<file path="config.mk">
export PLATFORM = sky130hd
export DESIGN_NAME = led_sequencer
export DESIGN_NICKNAME = d
export VERILOG_FILES = /design/src/rtl/led_pkg.sv /design/src/rtl/led_prescaler.sv /design/src/rtl/led_sequencer.sv
export SDC_FILE = /design/constraint.sdc
export NUM_CORES = 1
export LEC_CHECK = 0
export ABC_AREA = 1
export BUFFER_PORTS_ARGS = -buffer_cell sky130_fd_sc_hd__buf_2
export CAP_MARGIN = 30
export CORE_ASPECT_RATIO = 0.7
export CORE_UTILIZATION = 35
export CTS_BUF_LIST = sky130_fd_sc_hd__clkbuf_8 sky130_fd_sc_hd__clkbuf_16
export DETAILED_ROUTE_END_ITERATION = 8
export GPL_ROUTABILITY_DRIVEN = 0
export HOLD_SLACK_MARGIN = 0.08
export PLACE_DENSITY_LB_ADDON = 0.25
export SKIP_CTS_REPAIR_TIMING = 1
export SLEW_MARGIN = 40
export SYNTH_ARGS = -nofsm -noshare
export SYNTH_HDL_FRONTEND = slang
export SYNTH_HIERARCHICAL = 1
export SYNTH_SLANG_ARGS = --single-unit
export TNS_END_PERCENT = 10
</file>
<file path="constraint.sdc">
create_clock -name i_clock -period 3.4 [get_ports i_clock]
set_input_delay 0.17 -clock i_clock [delete_from_list [all_inputs] [get_ports i_clock]]
set_output_delay 0.17 -clock i_clock [all_outputs]
set_load 0.02 [all_outputs]
</file>
<file path="src/rtl/led_pkg.sv">
// Shared encodings and default sizing for the LED sequencer.
package led_pkg;

  typedef enum logic [1:0] {
    MODE_OFF   = 2'd0,
    MODE_ON    = 2'd1,
    MODE_BLINK = 2'd2,
    MODE_CHASE = 2'd3
  } mode_e;

  typedef enum logic [1:0] {
    ST_IDLE = 2'd0,
    ST_LOAD = 2'd1,
    ST_RUN  = 2'd2
  } state_e;

  localparam int unsigned DEF_N_LEDS     = 8;
  localparam int unsigned DEF_PRESCALE_W = 16;
  localparam int unsigned DEF_PWM_W      = 4;

endpackage

</file>
<file path="src/rtl/led_prescaler.sv">
// Step-period counter: counts 0..period while enabled and flags the wrap cycle.
module led_prescaler #(
  parameter int unsigned PRESCALE_W = 16
) (
  input  logic                  clk_i,
  input  logic                  rst_ni,
  input  logic                  clear_i,
  input  logic                  enable_i,
  input  logic [PRESCALE_W-1:0] period_i,
  output logic                  tick_o,
  output logic [PRESCALE_W-1:0] count_o
);

  logic [PRESCALE_W-1:0] cnt_q, cnt_d;

  assign tick_o  = enable_i && (cnt_q == period_i);
  assign count_o = cnt_q;

  always_comb begin
    cnt_d = cnt_q;
    if (clear_i) begin
      cnt_d = '0;
    end else if (enable_i) begin
      cnt_d = (cnt_q == period_i) ? '0 : cnt_q + 1'b1;
    end
  end

  always_ff @(posedge clk_i or negedge rst_ni) begin
    if (!rst_ni) begin
      cnt_q <= '0;
    end else begin
      cnt_q <= cnt_d;
    end
  end

endmodule

</file>
<file path="src/rtl/led_sequencer.sv">
// LED bank controller: handshake-loaded mode/period/duty, stepped pattern
// (off/on/blink/chase) gated by a PWM brightness enable.
module led_sequencer
  import led_pkg::*;
#(
  parameter int unsigned N_LEDS     = DEF_N_LEDS,
  parameter int unsigned PRESCALE_W = DEF_PRESCALE_W,
  parameter int unsigned PWM_W      = DEF_PWM_W
) (
  input  logic                  i_clock,
  input  logic                  i_reset_n,
  input  logic                  i_cfg_valid,
  output logic                  o_cfg_ready,
  input  logic [1:0]            i_cfg_mode,
  input  logic [PRESCALE_W-1:0] i_cfg_period,
  input  logic [PWM_W-1:0]      i_cfg_duty,
  output logic [N_LEDS-1:0]     o_led,
  output logic                  o_tick,
  output logic                  o_busy
);

  state_e                state_q, state_d;
  mode_e                 mode_q, mode_d;
  logic [PRESCALE_W-1:0] period_q, period_d;
  logic [PWM_W-1:0]      duty_q, duty_d;
  logic [N_LEDS-1:0]     pattern_q, pattern_d;
  logic [PWM_W-1:0]      pwm_q, pwm_d;

  logic                  accept;
  logic                  pre_clear;
  logic                  pre_enable;
  logic                  pre_tick;
  logic [PRESCALE_W-1:0] pre_count;
  logic                  pwm_en;

  assign o_cfg_ready = (state_q != ST_LOAD);
  assign o_busy      = (state_q != ST_IDLE);
  assign accept      = i_cfg_valid & o_cfg_ready;
  assign pre_enable  = (state_q == ST_RUN);
  assign o_tick      = pre_tick;

  assign pwm_en = (&duty_q) | (pwm_q < duty_q);
  assign o_led  = pattern_q & {N_LEDS{pwm_en}};

  led_prescaler #(
    .PRESCALE_W (PRESCALE_W)
  ) u_prescaler (
    .clk_i    (i_clock),
    .rst_ni   (i_reset_n),
    .clear_i  (pre_clear),
    .enable_i (pre_enable),
    .period_i (period_q),
    .tick_o   (pre_tick),
    .count_o  (pre_count)
  );

  always_comb begin
    state_d   = state_q;
    mode_d    = mode_q;
    period_d  = period_q;
    duty_d    = duty_q;
    pattern_d = pattern_q;
    pwm_d     = pwm_q;
    pre_clear = 1'b0;

    if (accept) begin
      mode_d   = mode_e'(i_cfg_mode);
      period_d = i_cfg_period;
      duty_d   = i_cfg_duty;
    end

    case (state_q)
      ST_IDLE: begin
        pattern_d = '0;
        if (accept) state_d = ST_LOAD;
      end
      ST_LOAD: begin
        pre_clear = 1'b1;
        pwm_d     = '0;
        case (mode_q)
          MODE_ON, MODE_BLINK: pattern_d = '1;
          MODE_CHASE:          pattern_d = {{(N_LEDS-1){1'b0}}, 1'b1};
          default:             pattern_d = '0;
        endcase
        state_d = (mode_q == MODE_OFF) ? ST_IDLE : ST_RUN;
      end
      ST_RUN: begin
        pwm_d = pwm_q + 1'b1;
        // A fresh configuration beat wins over a coincident step tick.
        if (accept) begin
          state_d = ST_LOAD;
        end else if (pre_tick) begin
          case (mode_q)
            MODE_BLINK: pattern_d = ~pattern_q;
            MODE_CHASE: pattern_d = {pattern_q[N_LEDS-2:0], pattern_q[N_LEDS-1]};
            default:    pattern_d = pattern_q;
          endcase
        end
      end
      default: state_d = ST_IDLE;
    endcase
  end

  always_ff @(posedge i_clock or negedge i_reset_n) begin
    if (!i_reset_n) begin
      state_q   <= ST_IDLE;
      mode_q    <= MODE_OFF;
      period_q  <= '0;
      duty_q    <= '1;
      pattern_q <= '0;
      pwm_q     <= '0;
    end else begin
      state_q   <= state_d;
      mode_q    <= mode_d;
      period_q  <= period_d;
      duty_q    <= duty_d;
      pattern_q <= pattern_d;
      pwm_q     <= pwm_d;
    end
  end

endmodule

</file>
==> results of run 1 <==
==> cell families (layout without fill, tap and decap cells) <==
family                     count (synthesis)  count (layout)  share of synthesized area
AOI/OAI and AO/OA                         26              26                     0.0432
xor gates and xnor gates                   8               8                     0.0218
adders and majority gates                 13              13                     0.0506
buffers and inverters                     75             114                      0.103
DFF                                       52              52                      0.406
and+or+nand+nor                          285             285                      0.375
==> worst max-delay path by stage <==
stage | to | cells past startpoint | from
2_1_floorplan | u_prescaler/count_o[9] | 10 | state_q[0]
5_1_grt | u_prescaler/count_o[9] | 9 | state_q[1]
3_3_place_gp | u_prescaler/count_o[11] | 8 | state_q[1]
4_1_cts | u_prescaler/count_o[11] | 8 | state_q[1]
6_report | u_prescaler/count_o[11] | 8 | state_q[1]
3_5_place_dp | u_prescaler/count_o[11] | 8 | state_q[1]
==> per-stage QoR <==
stage	instances	worst slack, ns
after CTS	615	1.28
after floorplan	459	1.61
after global placement	607	1.41
final	618	1.26
after global routing	618	1.07
after detailed placement	607	1.29
==> Yosys cell counts, types with 2 or more instances <==
cell / instances / share of area
a21oi_1: 11 / 0.017
buf_2: 4 / 0.0062
buf_4: 2 / 0.0047
buf_6: 4 / 0.014
dfrtp_1: 48 / 0.37
dfstp_2: 4 / 0.033
ha_1: 13 / 0.051
inv_1: 61 / 0.071
inv_2: 2 / 0.0023
nand2_1: 188 / 0.22
nand2_2: 3 / 0.0058
nand3_1: 28 / 0.044
nand3_2: 2 / 0.0062
nand4_1: 2 / 0.0039
nor2_1: 47 / 0.055
nor2_2: 3 / 0.0058
nor3_1: 4 / 0.0062
nor3b_1: 2 / 0.0047
o21ai_0: 13 / 0.020
xor2_1: 8 / 0.022
==> worst reg2reg max path, cell delays in order (launching register included) <==
cell     delay [ns]
dfrtp_1        0.43
inv_1          0.09
ha_1           0.26
nor2_1         0.64
inv_1          0.17
nand3_2        0.16
nor3_1         0.07
o21ai_0        0.15
nor2_1         0.06
==> sequential cells by signal (all words and copies together) (netlist names) <==
| name | cells |
|---|---|
| state_q | 2 |
| period_q | 16 |
| u_prescaler/count_o | 16 |
| pattern_q | 8 |
| mode_q | 2 |
| duty_q | 4 |
| pwm_q | 4 |
==> layer usage <==
layer	wire length [µm]	part of all wire	up-vias	global-route usage
met4	102	0.014	0	0.0620
met1	3840	0.54	1228	0.244
met2	2860	0.40	64	0.243
met5	0	0	-	0
met3	318	0.045	8	0.0307
li1	-	-	1463	-
==> power by group <==
part / total [mW] / leakage (nW) / internal, mW / switching (mW)
combinational: 1.31 / 1.19 / 0.435 / 0.878
sequential: 1.01 / 0.674 / 0.836 / 0.174
clock: 0.513 / 0.0766 / 0.291 / 0.222
total: 2.84 / 1.94 / 1.56 / 1.27
==> layout make-up <==
| type | count | area [µm²] |
|---|---|---|
| Fill cell | 942 | 5020 |
| Multi-Input combinational cell | 332 | 1580 |
| Sequential cell | 52 | 1310 |
| Inverter | 65 | 251 |
| Timing Repair Buffer | 41 | 228 |
| Tap cell | 120 | 150 |
| Clock buffer | 6 | 139 |
| Clock inverter | 2 | 10.0 |
==> summary.txt, run 1 <==
Outcome -> finished clean
Ports -> 36
DRC -> 0
RSZ-0062 raised after global routing -> false
Sink Count -> 52
Ys Warns -> 6
Required @ worst endpoint -> 3.57 ns
Post-route cell area -> 3660 µm²
CP bufs+invs -> 2
LEAKAGE -> 1.94 nW
H-tree Lvls -> 2
Fmax -> 0.467 GHz
Die Height -> 82.2 µm
CTS clk-pin slew, worst paths -> 0.06 ns
Gr usage total -> 0.167
Min Hold Slack -> 0.0747 ns
Cell family with most CP delay -> simple AND/OR/NAND/NOR gates
Max Cap Viol -> 0
Max-slew violation count -> 0
#FFs+latches synth -> 52
Setup TNS -> 0 ns
Final WL -> 7120 µm
Root buffer cell -> clkbuf_16
Crit end category -> flip-flop
Final net count -> 535
Starting density of the core -> 0.370
Crit path cell chain -> inv_1 > ha_1 > nor2_1 > inv_1 > nand3_2 > nor3_1 > o21ai_0 > nor2_1
Reg2Reg Setup Slack -> 1.26 ns
HPWL after DPL -> 5300 µm
Peak VDD IR -> 0.259 mV
Fin crit share -> 0.630
Total congestion overflow -> 0
Setup-failing EPs final -> 0
Hold Startpoint -> i_cfg_period[7]
CTS tree -> built
Worst Max-Slew Pin Slew -> 0.789 ns
Detailed-route wire length per cell -> 11.5 µm
Final worst clock skew -> 0.00363 ns
Worst-Skew Late Latency -> 0.29 ns
First-pass GRT wire length -> 12200 µm
First-pass detailed-route iteration total -> 4
Ant. Diodes -> 0
Row count -> 28
EDFF count, synth -> 0
Core Box Area -> 8690 µm²
FF-to-FF Start -> state_q[1]
CP Data Arrival Time -> 2.32 ns
Syn nets -> 497
Initial drt markers -> 142
Worst r2r dst -> u_prescaler/count_o[11]
Port buffer count -> 35
CP max-delay cell -> nor2_1
Layout area overhead -> 13.9%
Total chip power -> 2.84 mW
Mapped Cells -> 459
Layout cells sized above 1 -> 0.137
Worst Setup Start Kind -> flip-flop
Syn Area/Cell -> 7.01 µm²
Final Hold Fails -> 0
Clock Path Buffers -> 2
Commonest cells after routing, fill and taps aside -> 188 x nand2_1, 61 x inv_1, 48 x dfrtp_1
Crit Path Max Fanout -> 11
Synth Flop Type -> dfrtp_1
Post-detailed-route count of antenna-violating nets -> 0
Dpl cell area -> 3480 µm²
Vias in the first global route -> 2569
Netlist Area Pre-Place -> 3220 µm²
Die area -> 9580 µm²
Util after Layout -> 0.422
Via density -> 4.47
Largest net degree at the start of global routing -> 33
Pwr dens -> 774 nW/µm²
Die width -> 117 µm
Fin crit period -> 2.14 ns
CP Class -> flip-flop to flip-flop
Hold WC Path Type -> input port to flip-flop
Most common cell after layout, fill and taps aside -> nand2_1
Async SR Flop Fraction -> 1.00
Max stage delay on crit path -> 0.64 ns
Vias -> 2763
Cells on worst reg2reg path -> 8
Hold depth -> 3
Initial antenna violation count -> 0
WHS Endpoint -> period_q[7]
Register area share after synthesis -> 0.406
Yosys cell types -> 30
CTS buffer count -> 5
Max-slew headroom -> 0.472
Power figures use the tool's default switching activity.
==> inputs of run 2 (changes only) <==
Clock period 3.4 ns to 2.2 ns, I/O delays scaled along.
==> run 2 against run 1 <==
Net effect:
- final cell count up 3.6%
- global-route usage rose by 0.27 points
- register-to-register slack got worse by 0.90 ns
- combinational power grew 63%
- core utilization up 2.7 points
- power grew 62%
- sequential share of layout area decreased by 2.1 points
- final area is 6.3% higher
- critical path type is now flip-flop to output port
==> summary.txt, run 2 (same netlist as run 1, synthesis figures left out) <==
Outcome -> finished clean
CP max-delay cell -> dfstp_2
Final WL -> 7530 µm (+5.8%)
Die width -> 117 µm (unchanged)
Cells on worst reg2reg path -> 9 (+1)
Required @ worst endpoint -> 2.09 ns (-1.48 ns)
Root buffer cell -> clkbuf_16
Row count -> 28 (unchanged)
Hold WC Path Type -> input port to flip-flop
Gr usage total -> 0.169 (+0.00268)
Ports -> 36 (unchanged)
Max-slew headroom -> 0.555 (+0.0831)
First-pass GRT wire length -> 12400 µm (+2.2%)
H-tree Lvls -> 2 (unchanged)
Clock Path Buffers -> 2 (unchanged)
Starting density of the core -> 0.370 (unchanged)
Die Height -> 82.2 µm (unchanged)
CP Class -> flip-flop to output port
Vias in the first global route -> 2579 (+0.39%)
Port buffer count -> 35 (unchanged)
Pwr dens -> 1180 nW/µm² (+52%)
Via density -> 4.49 (+0.51%)
Hold Startpoint -> i_cfg_duty[2]
Sink Count -> 52 (unchanged)
Seq. cell area -> 1310 µm² (unchanged)
Layout area overhead -> 21.1%
CTS buffer count -> 5 (unchanged)
FF-to-FF Start -> state_q[1]
Reg2Reg Setup Slack -> 0.36 ns (-0.90 ns)
Core Box Area -> 8690 µm² (unchanged)
Fmax -> 0.491 GHz
Setup TNS -> 0 ns (unchanged)
Crit Path Max Fanout -> 8 (-3)
RSZ-0062 raised after global routing -> false
Hold depth -> 3 (unchanged)
Vias -> 2876 (+4.1%)
Worst r2r dst -> u_prescaler/count_o[9]
Worst Setup Start Kind -> flip-flop
Final net count -> 557 (+4.1%)
Crit end category -> output port
Ant. Diodes -> 0 (unchanged)
Worst Max-Slew Pin Slew -> 0.667 ns (-0.122 ns)
Max-slew violation count -> 0 (unchanged)
Detailed-route wire length per cell -> 11.8 µm (+2.1%)
LEAKAGE -> 2.04 nW (+5.0%)
Layout fillers -> 958 (+1.7%)
Initial drt markers -> 154 (+8.5%)
CP Data Arrival Time -> 1.93 ns (-0.39 ns)
CTS clk-pin slew, worst paths -> 0.07 ns (about the same)
Largest net degree at the start of global routing -> 53 (+61%)
Max Cap Viol -> 0 (unchanged)
Fin crit share -> 0.926
Post-detailed-route count of antenna-violating nets -> 0 (unchanged)
CTS tree -> built
Total chip power -> 4.59 mW (+62%)
Cell family with most CP delay -> flip-flops
CP bufs+invs -> 2 (unchanged)
HPWL after DPL -> 5460 µm (+3.1%)
Initial antenna violation count -> 0 (unchanged)
Final worst clock skew -> 0.00680 ns (+0.00317 ns)
First-pass detailed-route iteration total -> 4 (unchanged)
Peak VDD IR -> 0.426 mV (+64%)
Multi-input gate area -> 1580 µm² (unchanged)
Layout cells sized above 1 -> 0.137 (about the same)
DRC -> 0 (unchanged)
Crit path cell chain -> inv_1 > ha_1 > a21oi_1 > nand2_1 > a21oi_1 > buf_2
Most common cell after layout, fill and taps aside -> nand2_1
Commonest cells after routing, fill and taps aside -> 188 x nand2_1, 61 x inv_1, 48 x dfrtp_1
Crit-path most repeated cell -> a21oi_1
Fin crit period -> 2.04 ns
Final Hold Fails -> 0 (unchanged)
Worst-Skew Late Latency -> 0.29 ns (about the same)
Total congestion overflow -> 0 (unchanged)
Setup-failing EPs final -> 0 (unchanged)
Max stage delay on crit path -> 0.53 ns (-0.11 ns)
Die area -> 9580 µm² (unchanged)
WHS Endpoint -> duty_q[2]
run 2: per-layer routing:
metal | part of all wire | up-vias | track usage
li1 | - | 1517 | -
met1 | 0.57 | 1301 | 0.265
met2 | 0.39 | 54 | 0.237
met3 | 0.036 | 4 | 0.0285
met4 | 0.0070 | 0 | 0.0418
met5 | 0 | - | 0
run 2: layout make-up:
type | count | area share
Clock buffer | 5 | 0.0321
Sequential cell | 52 | 0.335
Tap cell | 120 | 0.0385
Multi-Input combinational cell | 332 | 0.405
Timing Repair Buffer | 63 | 0.113
Inverter | 65 | 0.0646
Clock inverter | 3 | 0.0109
run 2: how the worst max path moves through the flow:
stage	from	end	slack, ns	cells past startpoint
floorplan	state_q[0]	u_prescaler/count_o[9]	0.41	10
global placement	state_q[1]	u_prescaler/count_o[9]	0.41	9
detailed placement	state_q[1]	u_prescaler/count_o[9]	0.40	9
CTS	duty_q[3]	o_led[0]	0.16	6
global route	duty_q[3]	o_led[3]	0.02	6
finish	duty_q[3]	o_led[0]	0.16	6
run 2: metrics by stage:
stage                     hold slack (ns)  area [µm²]  setup WS (ns)  utilization  cells
after floorplan                    -0.186        3220          0.412            -    459
after global placement              0.281        3510          0.407        0.404    610
after detailed placement            0.282        3510          0.396        0.404    610
after CTS                         -0.0336        3670          0.163        0.423    618
after global routing               0.0966        3890         0.0242        0.448    640
final                              0.0393        3890          0.162        0.448    640
run 2: power breakdown:
group          total [mW]  switching, mW  internal (mW)
clock               0.892          0.357          0.535
sequential           1.57          0.278           1.29
combinational        2.13           1.40          0.726
total                4.59           2.03           2.55
run 2: tightest hold or removal path, cell delays in order:
cell and delay [ns]:
buf_2 0.08, nand2_1 0.04, o21ai_0 0.07
